$ cat src/rtl/gt_link_pkg.sv
// rtl/gt_link_pkg.sv - shared state encoding and counter sizing for the GT link sequencer
package gt_link_pkg;

    typedef enum logic [3:0] {
        ST_IDLE       = 4'd0,
        ST_QPLL_WAIT  = 4'd1,
        ST_TX_RST     = 4'd2,
        ST_TX_WAIT    = 4'd3,
        ST_RX_RST     = 4'd4,
        ST_RX_WAIT    = 4'd5,
        ST_ALIGN_WAIT = 4'd6,
        ST_LINK_UP    = 4'd7,
        ST_RETRY      = 4'd8,
        ST_FAIL       = 4'd9
    } gt_state_e;

    // Bits needed to hold values 0..n inclusive, never less than one.
    function automatic int cnt_width(input int n);
        cnt_width = (n < 2) ? 1 : $clog2(n + 1);
    endfunction

endpackage

$ cat src/rtl/gt_sync_bit.sv
// rtl/gt_sync_bit.sv - two-flop synchronizer for a single asynchronous status bit
module gt_sync_bit (
    input  logic clk_i,
    input  logic rst_ni,
    input  logic d_i,
    output logic q_o
);

    logic meta_q;
    logic sync_q;

    always_ff @(posedge clk_i or negedge rst_ni) begin
        if (!rst_ni) begin
            meta_q <= 1'b0;
            sync_q <= 1'b0;
        end else begin
            meta_q <= d_i;
            sync_q <= meta_q;
        end
    end

    assign q_o = sync_q;

endmodule

$ cat src/rtl/gt_link_ctrl.sv
// rtl/gt_link_ctrl.sv - GT channel bring-up/retrain sequencer driving TX/RX soft resets
// Outputs are decoded from the next state so they switch on the same edge as the state register.
module gt_link_ctrl
    import gt_link_pkg::*;
#(
    parameter int RST_PULSE_CYC    = 16,
    parameter int TIMEOUT_CYC      = 1_000_000,
    parameter int ALIGN_STABLE_CYC = 1024,
    parameter int MAX_RETRY        = 8
) (
    input  logic       i_sys_clk,
    input  logic       i_sys_rst_n,
    input  logic       i_enable,
    input  logic       i_force_retrain,
    input  logic       i_qplllock,
    input  logic       i_tx_done,
    input  logic       i_rx_done,
    input  logic       i_rx_aligned,
    output logic       o_tx_reset,
    output logic       o_rx_reset,
    output logic       o_link_up,
    output logic       o_fail,
    output logic [3:0] o_retry_cnt,
    output logic [3:0] o_state
);

    localparam int TMR_MAX = (TIMEOUT_CYC > RST_PULSE_CYC) ? TIMEOUT_CYC : RST_PULSE_CYC;
    localparam int TW      = cnt_width(TMR_MAX);
    localparam int AW      = cnt_width(ALIGN_STABLE_CYC);

    localparam logic [TW-1:0] TMR_SAT    = {TW{1'b1}};
    localparam logic [TW-1:0] TO_LAST    = TW'(TIMEOUT_CYC - 1);
    localparam logic [TW-1:0] RST_LAST   = TW'(RST_PULSE_CYC - 1);
    localparam logic [AW-1:0] ALIGN_LAST = AW'(ALIGN_STABLE_CYC - 1);
    localparam logic [3:0]    RETRY_LIM  = 4'(MAX_RETRY);

    logic lock_s, txd_s, rxd_s, align_s;

    gt_sync_bit u_sync_lock  (.clk_i(i_sys_clk), .rst_ni(i_sys_rst_n), .d_i(i_qplllock),   .q_o(lock_s));
    gt_sync_bit u_sync_txd   (.clk_i(i_sys_clk), .rst_ni(i_sys_rst_n), .d_i(i_tx_done),    .q_o(txd_s));
    gt_sync_bit u_sync_rxd   (.clk_i(i_sys_clk), .rst_ni(i_sys_rst_n), .d_i(i_rx_done),    .q_o(rxd_s));
    gt_sync_bit u_sync_align (.clk_i(i_sys_clk), .rst_ni(i_sys_rst_n), .d_i(i_rx_aligned), .q_o(align_s));

    gt_state_e       state_q, state_d;
    logic [TW-1:0]   timer_q, timer_d;
    logic [AW-1:0]   align_q, align_d;
    logic [3:0]      retry_q, retry_d;
    logic            tx_rst_q, tx_rst_d;
    logic            rx_rst_q, rx_rst_d;
    logic            link_up_q, link_up_d;
    logic            fail_q, fail_d;
    logic            wait_st;

    always_comb begin
        state_d = state_q;
        align_d = '0;
        wait_st = state_q inside {ST_QPLL_WAIT, ST_TX_WAIT, ST_RX_WAIT, ST_ALIGN_WAIT};

        case (state_q)
            ST_IDLE:       if (i_enable) state_d = ST_QPLL_WAIT;
            ST_QPLL_WAIT:  if (lock_s) state_d = ST_TX_RST;
            ST_TX_RST:     if (timer_q == RST_LAST) state_d = ST_TX_WAIT;
            ST_TX_WAIT:    if (txd_s) state_d = ST_RX_RST;
            ST_RX_RST:     if (timer_q == RST_LAST) state_d = ST_RX_WAIT;
            ST_RX_WAIT:    if (rxd_s) state_d = ST_ALIGN_WAIT;
            ST_ALIGN_WAIT: begin
                if (align_s) begin
                    if (align_q == ALIGN_LAST) state_d = ST_LINK_UP;
                    else                       align_d = align_q + AW'(1);
                end
            end
            ST_LINK_UP:    if (!align_s || !lock_s || !txd_s) state_d = ST_RETRY;
            ST_RETRY:      state_d = (retry_q >= RETRY_LIM) ? ST_FAIL : ST_QPLL_WAIT;
            ST_FAIL:       state_d = ST_FAIL;
            default:       state_d = ST_IDLE;
        endcase

        // Overrides applied lowest priority first so the last one wins.
        if (wait_st && (timer_q == TO_LAST)) state_d = ST_RETRY;
        if (i_force_retrain && !(state_q inside {ST_IDLE, ST_RETRY, ST_FAIL})) state_d = ST_RETRY;
        if (!i_enable) state_d = ST_IDLE;

        if (state_d != ST_ALIGN_WAIT) align_d = '0;

        if (state_d != state_q)    timer_d = '0;
        else if (timer_q == TMR_SAT) timer_d = timer_q;
        else                       timer_d = timer_q + TW'(1);

        if (state_d == ST_RETRY)
            retry_d = (retry_q == 4'hF) ? retry_q : retry_q + 4'd1;
        else if (state_d inside {ST_IDLE, ST_LINK_UP})
            retry_d = '0;
        else
            retry_d = retry_q;

        tx_rst_d  = !(state_d inside {ST_TX_WAIT, ST_RX_RST, ST_RX_WAIT, ST_ALIGN_WAIT, ST_LINK_UP});
        rx_rst_d  = !(state_d inside {ST_RX_WAIT, ST_ALIGN_WAIT, ST_LINK_UP});
        link_up_d = (state_d == ST_LINK_UP);
        fail_d    = (state_d == ST_FAIL);
    end

    always_ff @(posedge i_sys_clk or negedge i_sys_rst_n) begin
        if (!i_sys_rst_n) begin
            state_q   <= ST_IDLE;
            timer_q   <= '0;
            align_q   <= '0;
            retry_q   <= '0;
            tx_rst_q  <= 1'b1;
            rx_rst_q  <= 1'b1;
            link_up_q <= 1'b0;
            fail_q    <= 1'b0;
        end else begin
            state_q   <= state_d;
            timer_q   <= timer_d;
            align_q   <= align_d;
            retry_q   <= retry_d;
            tx_rst_q  <= tx_rst_d;
            rx_rst_q  <= rx_rst_d;
            link_up_q <= link_up_d;
            fail_q    <= fail_d;
        end
    end

    assign o_tx_reset  = tx_rst_q;
    assign o_rx_reset  = rx_rst_q;
    assign o_link_up   = link_up_q;
    assign o_fail      = fail_q;
    assign o_retry_cnt = retry_q;
    assign o_state     = state_q;

endmodule
$ cat config.mk
export PLATFORM = sky130hd
export DESIGN_NAME = gt_link_ctrl
export DESIGN_NICKNAME = d
export VERILOG_FILES = /design/src/rtl/gt_link_pkg.sv /design/src/rtl/gt_sync_bit.sv /design/src/rtl/gt_link_ctrl.sv
export SDC_FILE = /design/constraint.sdc
export NUM_CORES = 1
export LEC_CHECK = 0
export CORE_MARGIN = 4
export CORE_UTILIZATION = 58
export DETAILED_ROUTE_END_ITERATION = 10
export PLACE_DENSITY = 0.79
export RECOVER_POWER = 100
export REMOVE_ABC_BUFFERS = 1
export SETUP_SLACK_MARGIN = 0.05
export SYNTH_ARGS = -nofsm -noshare
export SYNTH_HDL_FRONTEND = slang
export SYNTH_HIERARCHICAL = 1
export SYNTH_SLANG_ARGS = --single-unit
$ cat constraint.sdc
create_clock -name i_sys_clk -period 3.4 [get_ports i_sys_clk]
set_input_delay 0.51 -clock i_sys_clk [delete_from_list [all_inputs] [get_ports i_sys_clk]]
set_output_delay 0.51 -clock i_sys_clk [all_outputs]
set_load 0.01 [all_outputs]
==> results.json <==
{
  "status": "finished with violations",
  "failed_checks": "capacitance limit, slew limit",
  "endpoint_kind": "flop",
  "power.density_nw_per_um2": 482,
  "synthCells": 268,
  "stdcell_count": 335,
  "maxCapViolations": 1,
  "synth_cell_types": 54,
  "seq_area_frac_synth_pct": 46.1,
  "cp_max_fo": 20,
  "clk_pin_slew_ns": 0.09,
  "ctsHoldBuffers": 0,
  "core-area_um2": 4500,
  "maxSlewHeadroom_pct": -16.2,
  "ctsResizeCount": 0,
  "routed_via_density": 5.93,
  "drt-initial-drc-count": 83,
  "die_h_um": 77.1,
  "finalHoldWorstSlack_ns": 0.358,
  "clock_sinks": 51,
  "synthTopCellsByArea": "dfrtp_1, nor3_2, xor2_1",
  "fin_crit_ns": 2.92,
  "antenna_found_initial": 0,
  "crit_path_start_kind": "flop",
  "drtAntennaViolNets": 0,
  "synth_area_um2": 2770,
  "wl_per_cell_um": 15.1,
  "fillCellCount": 372,
  "io_pins": 20,
  "post_cts.repair.setup_buffers": 0,
  "final.setup.tns_ns": 0,
  "synth.avg_cell_area_um2": 10.3,
  "worstMarginPinSlew_ns": 1.74,
  "synth_edf_count": 0,
  "fmax_ghz": 0.343,
  "clk_latency_ns": 0.31,
  "cts_tree": "yes",
  "report.final.slew_viol_count": 35,
  "synth_flop_cell": "dfrtp_1",
  "worstSetupPathType": "flop to flop",
  "grt_start_max_net_pins": 35,
  "crit_required_ns": 3.62,
  "rsz0062_at_grt": "false",
  "synth_seq_cells": 51,
  "synth_top_area_share_pct": 44.2,
  "chipWidth_um": 77.1,
  "synthToLayoutAreaGrowth_pct": 6.54,
  "initial_core_util_pct": 61.6,
  "clock_skew_ns": 0.0119,
  "place_area_um2": 2960,
  "peakVddDrop_mv": 0.276,
  "overflow": 0,
  "cts_inserted_buffers": 5,
  "leakage_nw": 1.27,
  "synth_largest_area_cell": "dfrtp_1",
  "firstDrtPassIters": 4,
  "place_congestion": 0.868,
  "dp_cells": 328,
  "grt_pass1_wl_mm": 9.15,
  "path_delay_family": "simple AND/OR/NAND/NOR gates",
  "first_global_vias": 1913,
  "portBuffers": 19,
  "ctsHtreeMaxLevel": 2,
  "grtUsageTotal_pct": 18.9,
  "num_vias": 1988,
  "num_rows": 24,
  "period_share_pct": 85.8,
  "ys_warn_count": 6,
  "critPathMaxStageDelay_ns": 0.54,
  "drc": 0,
  "hold_path.class": "flop to flop",
  "routed_wl_mm": 5.07,
  "arrival_ns": 3.14,
  "worst_path_max_delay_cell": "dfrtp_1",
  "final_area_um2": 2950,
  "layout.core_utilization_pct": 65.6,
  "multiInputGateArea_um2": 1270,
  "worst-path-buf-inv": 0,
  "place_hpwl_mm": 3.58,
  "cts_max_path_buffers": 2,
  "setup_violations": 0,
  "drive_gt1_share_pct": 7.42,
  "ff_latch_area_um2": 1280,
  "root_buffer": "clkbuf_8",
  "num_antenna_cells": 0,
  "crit_chain": "or3_1 > nor4_1 > nand4_1 > nand4_2 > a21oi_2 > o311a_4 > nor3_1",
  "nets": 295,
  "async_reset_ff_share_pct": 100,
  "die_area_um2": 5950,
  "finalHoldViolCount": 0
}
final cells by class:
| type | instances | area share, % |
|---|---|---|
| Multi-Input combinational cell | 195 | 43.2 |
| Clock buffer | 5 | 2.33 |
| Timing Repair Buffer | 21 | 6.61 |
| Clock inverter | 2 | 1.27 |
| Tap cell | 52 | 2.20 |
| Inverter | 9 | 1.14 |
| Sequential cell | 51 | 43.3 |
cell usage in the layout (no fill, tap or decap), types with 3 or more instances in the layout:
master and n:
dfrtp_1 49, nor2_1 26, nor3_1 26, nand3_1 18, dlygate4sd3_1 16, xor2_1 15, nand2_1 14, xnor2_1 11
nand4_1 9, and3_1 9, inv_1 8, a21oi_1 6, o21ai_0 5, clkbuf_8 5, ha_1 4, nor4_1 3
a21o_1 3, nand3b_1 3, nor4b_1 3, mux2i_1 3
synth_stat cells, drive strengths merged (4+ instances only):
cell type and number:
and3 9, inv 9, nor2 26, nor3 28, nand4 10, nand3 18
dfrtp 49, ha 4, xnor2 11, nand2 14, clkbuf 4, xor2 15
o21ai 7, a21oi 7, buf 9
sequential cells by signal, indices dropped and copies added, names as in the netlist:
signal / count
align_q: 11
u_sync_lock/meta_q: 1
u_sync_align/meta_q: 1
u_sync_lock/q_o: 1
o_retry_cnt: 4
u_sync_txd/meta_q: 1
u_sync_align/q_o: 1
o_fail: 1
u_sync_txd/q_o: 1
o_rx_reset: 1
u_sync_rxd/meta_q: 1
u_sync_rxd/q_o: 1
o_tx_reset: 1
o_state: 4
timer_q: 20
o_link_up: 1
per-layer routing:
layer  part of all wire [%]  track usage [%]  up-vias
li1                       -                -      983
met1                     49             26.6      967
met2                     46             29.2       34
met3                    3.8             5.04        4
met4                   0.95             4.63        0
met5                      0                0        -
final timing paths:
kind,start,end,cells after the start,slack [ns]
worst max-delay path,o_state[3],timer_q[7],7,0.48
worst min-delay path,u_sync_txd/meta_q,u_sync_txd/q_o,0,0.36
worst max register to register,o_state[3],timer_q[7],7,0.48
worst min register to register,u_sync_txd/meta_q,u_sync_txd/q_o,0,0.36
max in group asynchronous,i_sys_rst_n,align_q[5],2,1.15
min in group asynchronous,i_sys_rst_n,timer_q[17],1,0.65
power by group:
part,switching [mW],total (mW),internal (mW)
logic,0.192,0.322,0.131
clock network,0.193,0.408,0.215
registers,0.0533,0.693,0.640
kinds of logic (layout without fill, tap and decap cells):
group / count (synthesis) / in the layout / share of synthesized area (%)
muxes: 4 / 4 / 1.49
AOI/OAI and AO/OA: 35 / 35 / 9.57
xor gates and xnor gates: 26 / 26 / 8.21
adders and majority gates: 4 / 4 / 1.81
DFF: 51 / 51 / 46.1
and+or+nand+nor: 126 / 126 / 28.8
buffers and inverters: 22 / 37 / 4.02
per-stage QoR:
stage	total power, mW	worst slack (ns)
finish	1.42	0.482
global route	1.50	0.210
CTS	1.48	0.614
detailed placement	1.08	0.638
global placement	1.07	0.749
floorplan	0.957	0.262
(Power assumes the default switching activity.)
